==> src/rtl/vga_sync_gen.sv <==
// VGA raster timing: registered x/y position with aligned sync, blanking,
// line/frame strobes and a free-running frame counter.
module vga_sync_gen #(
    parameter int H_VISIBLE = 640,
    parameter int H_FRONT   = 16,
    parameter int H_SYNC    = 96,
    parameter int H_BACK    = 48,
    parameter int V_VISIBLE = 480,
    parameter int V_FRONT   = 10,
    parameter int V_SYNC    = 2,
    parameter int V_BACK    = 33,
    parameter bit SYNC_POL  = 1'b0
) (
    input  logic       clk,
    input  logic       rst_n,
    input  logic       pix_en,
    output logic [9:0] x,
    output logic [9:0] y,
    output logic       hsync,
    output logic       vsync,
    output logic       display_on,
    output logic       line_start,
    output logic       frame_start,
    output logic [7:0] frame_count
);

    localparam int H_TOTAL = H_VISIBLE + H_FRONT + H_SYNC + H_BACK;
    localparam int V_TOTAL = V_VISIBLE + V_FRONT + V_SYNC + V_BACK;

    localparam logic [9:0] H_LAST = 10'(H_TOTAL - 1);
    localparam logic [9:0] V_LAST = 10'(V_TOTAL - 1);
    localparam logic [9:0] H_VIS  = 10'(H_VISIBLE);
    localparam logic [9:0] V_VIS  = 10'(V_VISIBLE);
    localparam logic [9:0] HS_BEG = 10'(H_VISIBLE + H_FRONT);
    localparam logic [9:0] HS_END = 10'(H_VISIBLE + H_FRONT + H_SYNC);
    localparam logic [9:0] VS_BEG = 10'(V_VISIBLE + V_FRONT);
    localparam logic [9:0] VS_END = 10'(V_VISIBLE + V_FRONT + V_SYNC);

    logic [9:0] x_d, x_q;
    logic [9:0] y_d, y_q;
    logic       hsync_d, hsync_q;
    logic       vsync_d, vsync_q;
    logic       disp_d, disp_q;
    logic       line_d, line_q;
    logic       frame_d, frame_q;
    logic [7:0] fcnt_d, fcnt_q;

    // Decode from the next position so every output describes the same pixel.
    always_comb begin
        x_d     = x_q;
        y_d     = y_q;
        hsync_d = hsync_q;
        vsync_d = vsync_q;
        disp_d  = disp_q;
        line_d  = 1'b0;
        frame_d = 1'b0;
        fcnt_d  = fcnt_q;
        if (pix_en) begin
            if (x_q == H_LAST) begin
                x_d = '0;
                y_d = (y_q == V_LAST) ? '0 : y_q + 10'd1;
            end else begin
                x_d = x_q + 10'd1;
            end
            hsync_d = (x_d >= HS_BEG && x_d < HS_END) ? SYNC_POL : ~SYNC_POL;
            vsync_d = (y_d >= VS_BEG && y_d < VS_END) ? SYNC_POL : ~SYNC_POL;
            disp_d  = (x_d < H_VIS) && (y_d < V_VIS);
            line_d  = (x_d == '0);
            frame_d = line_d && (y_d == '0);
            fcnt_d  = fcnt_q + {7'd0, frame_d};
        end
    end

    always_ff @(posedge clk or negedge rst_n) begin
        if (!rst_n) begin
            x_q     <= H_LAST;
            y_q     <= V_LAST;
            hsync_q <= ~SYNC_POL;
            vsync_q <= ~SYNC_POL;
            disp_q  <= 1'b0;
            line_q  <= 1'b0;
            frame_q <= 1'b0;
            fcnt_q  <= '0;
        end else begin
            x_q     <= x_d;
            y_q     <= y_d;
            hsync_q <= hsync_d;
            vsync_q <= vsync_d;
            disp_q  <= disp_d;
            line_q  <= line_d;
            frame_q <= frame_d;
            fcnt_q  <= fcnt_d;
        end
    end

    assign x           = x_q;
    assign y           = y_q;
    assign hsync       = hsync_q;
    assign vsync       = vsync_q;
    assign display_on  = disp_q;
    assign line_start  = line_q;
    assign frame_start = frame_q;
    assign frame_count = fcnt_q;

endmodule
==> config.mk <==
export PLATFORM = sky130hd
export DESIGN_NAME = vga_sync_gen
export DESIGN_NICKNAME = d
export VERILOG_FILES = /design/src/rtl/vga_sync_gen.sv
export SDC_FILE = /design/constraint.sdc
export NUM_CORES = 1
export LEC_CHECK = 0
export ABC_CLOCK_PERIOD_IN_PS = 4000
export CORE_UTILIZATION = 53
export DETAILED_ROUTE_END_ITERATION = 7
export GPL_TIMING_DRIVEN = 0
export PLACE_DENSITY = 0.8
export SLEW_MARGIN = 40
export SYNTH_ARGS = -nofsm -noshare
export SYNTH_HDL_FRONTEND = slang
export SYNTH_SLANG_ARGS = --single-unit
==> constraint.sdc <==
create_clock -name clk -period 4 [get_ports clk]
set_input_delay 0.8 -clock clk [delete_from_list [all_inputs] [get_ports clk]]
set_output_delay 0.8 -clock clk [all_outputs]
set_load 0.005 [all_outputs]
==> flow_summary.yaml <==
detailed_routing:
  drc: 0
  first_iter_violations: 117
  dr_total_vias: 1881
  routed_wl_um: 5162
  ant_nets: 0
  wire_per_inst_um: 15.98
  dr.pass1.iters: 4
  via_per_inst: 5.824
timing:
  max_slew_margin: 0.5745
  setup_viol: 0
  worstMarginPinSlew_ps: 633.4
  finalSetupTns_ps: 0
  clock_skew_ps: 4.518
  fin_crit_ps: 3776
  max_freq_mhz: 264.8
  drv_slew: 0
  min_period_over_period: 0.9440
  rsz0062_at_grt: "false"
  finalHoldViolCount: 0
power_and_ir_drop:
  power_density_mw_per_mm2: 401.0
  p_leak_nw: 1.006
  seqPwrFrac: 0.394
  switchingPower_uw: 345.0
  ir_drop_mv: 0.3347
  clkPwrFrac: 0.264
  pwr-share-comb: 0.342
  p_int_uw: 717.1
  swShare: 0.3248
clock_network:
  cts_max_level: 2
  cts_resized: 0
  cts_buffer_depth: 2
  cts_buffers: 5
  clock-sinks: 33
  path_clk_slew_ps: 70
  post_cts_buffers: 0
  ctsHoldBuffers: 0
  cts-root-buf: "clkbuf_8"
  clkLatencyLatePin_ps: 300
  cts_tree: "yes"
critical_path:
  end_kind: "flip-flop"
  critPathMaxFanout: 9
  r2r_end: "frame_count[1]$_DFFE_PN0P_"
  r2r_cells: 10
  crit_arrival_ps: 3960
  startpoint_type: "flip-flop"
  crit_type: "flip-flop to flip-flop"
  ff2ff_setup_slack_ps: 220
  crit_required_ps: 4180
  regToRegStartpoint: "x[0]$_DFFE_PN1P_"
run_status:
  status: "complete, no violations"
synthesis:
  synth_edf_count: 0
  netlist_area_mm2: 0.002120
  syn_inst: 232
  ys_types: 50
  async_flop_share: 1.000
  yosys-top-cells-count: "24 x nand2_1, 21 x dfrtp_1, 16 x o21ai_0, 16 x xnor2_1, 14 x clkbuf_1"
  netlist.top_cell.by_area: "dfrtp_1"
  synth.area.top_cells: "dfrtp_1 25%, dfstp_2 15%, xnor2_1 6.6%"
  synth-seq-cells: 33
  syn_nets: 241
  synth_warnings: 0
  ys_seq_area_frac: 0.3967
  synth_most_common_cell: "nand2_1"
  synthFlopType: "dfrtp_1"
  synth_top_area_share: 0.2479
  synth.avg_cell_area_um2: 9.136
placed_design:
  placed_area_mm2: 0.002542
  gp_congestion: 0.9588
  dp_hpwl_um: 3707
  port_buffers: 34
floorplanning:
  die_y_um: 65.24
  num_io_pins: 36
  fp-row-count: 22
  dieArea_mm2: 0.004256
  initial_core_util: 0.5662
  placeableCoreArea_mm2: 0.003744
  die_width_um: 65.24
grt:
  grt_usage: 0.2680
  grt_first_pass_wirelength_um: 8507
  grt_overflow: 0
  first_global_vias: 1771
  antenna_found_initial: 0
  grt_max_degree: 23
final_layout:
  syn_to_final_growth_pct: 24.97
  fin_area_mm2: 0.002649
  drive_above_1_share: 0.1491
  fin_nets: 283
  diodes: 0
  nFillCells: 321
worst_hold_path:
  hold_class: "primary input to asynchronous set/reset pin"
run:
  maxCapViolations: 0
logic make-up after synthesis:
logic type,synth area share
compound gates,0.1559
xor+xnor,0.07851
fa+ha+maj,0.03542
buf+inv,0.04959
flops,0.3967
mux,0.03129
simple gates,0.2527
cell type report:
type                            instances  area (µm²)  area share
Clock inverter                          1       5.005    0.001889
Multi-Input combinational cell        176        1179      0.4450
Buffer                                 18       86.33     0.03259
Timing Repair Buffer                   35       362.8      0.1370
Inverter                                5       18.77    0.007085
Tap cell                               48       60.06     0.02267
Clock buffer                            7       96.34     0.03637
Sequential cell                        33       840.8      0.3174
routing by layer:
metal / up-vias / part of all wire / track usage
met5: - / 0 / 0
met4: 0 / 0.017 / 0.1141
met3: 9 / 0.047 / 0.04861
met2: 41 / 0.49 / 0.4433
met1: 903 / 0.45 / 0.3411
li1: 928 / - / -
power groups by stage:
stage          Sequential, mW  Clock (mW)  Combinational, mW
3_3_place_gp            0.420           0              0.352
5_1_grt                 0.423       0.297              0.399
2_1_floorplan           0.422           0              0.222
6_report                0.419       0.280              0.363
4_1_cts                 0.418       0.285              0.360
3_5_place_dp            0.424           0              0.355
stage by stage:
step           instances  utilization  total power [mW]  hold WS [ps]  setup slack, ps
3_3_place_gp         314       0.6731            0.7716         457.2            345.8
3_5_place_dp         315       0.6791            0.7782         460.0            316.2
4_1_cts              323       0.7062             1.064         411.4            292.5
5_1_grt              323       0.7076             1.119         426.6            13.59
2_1_floorplan        232            -            0.6439         464.7            705.5
6_report             323       0.7076             1.062         408.6            224.2
worst max-delay path, cell delays in order (launching register included):
cell and delay (ps):
dfstp_2 600, ha_1 290, nand4_1 380, or4_1 640, o21ai_0 240, a21oi_1 170, nor4_1 490, and2_1 200
ha_1 170, ha_1 220, mux2_2 260
cells in the final DEF (no fill, tap or decap), types with 4 or more instances in the layout:
cell / synthesis / layout
nor3_1: 5 / 4
dfstp_2: 12 / 12
ha_1: 6 / 6
and3_1: 4 / 4
nand4_1: 9 / 9
nand3_1: 10 / 10
dfrtp_1: 21 / 21
a21oi_1: 7 / 7
xnor2_1: 16 / 16
nor4_1: 4 / 4
clkbuf_8: 0 / 7
and2_1: 5 / 5
mux2_2: 5 / 5
a31oi_1: 5 / 5
nand2_1: 24 / 24
clkbuf_1: 14 / 14
o21ai_0: 16 / 16
nand2b_1: 4 / 4
nor2_1: 11 / 11
inv_1: 5 / 5
clkdlybuf4s50_1: 0 / 33
o31ai_1: 6 / 6
flip-flops by register name (all words and copies together) (netlist names):
register and flops:
frame_start 1, x 10, frame_count 8, y 10
vsync 1, hsync 1, display_on 1, line_start 1
how the worst max path moves through the flow:
stage / from / endpoint / slack (ps) / depth (start not counted)
2_1_floorplan: x[0]$_DFFE_PN1P_ / frame_count[1]$_DFFE_PN0P_ / 710 / 10
3_3_place_gp: x[0]$_DFFE_PN1P_ / frame_count[1]$_DFFE_PN0P_ / 350 / 10
3_5_place_dp: x[0]$_DFFE_PN1P_ / frame_count[1]$_DFFE_PN0P_ / 320 / 10
4_1_cts: x[0]$_DFFE_PN1P_ / frame_count[1]$_DFFE_PN0P_ / 290 / 10
5_1_grt: x[0]$_DFFE_PN1P_ / frame_count[7]$_DFFE_PN0P_ / 10 / 11
6_report: x[0]$_DFFE_PN1P_ / frame_count[1]$_DFFE_PN0P_ / 220 / 10
No activity file was read; power rests on OpenSTA's default activity.
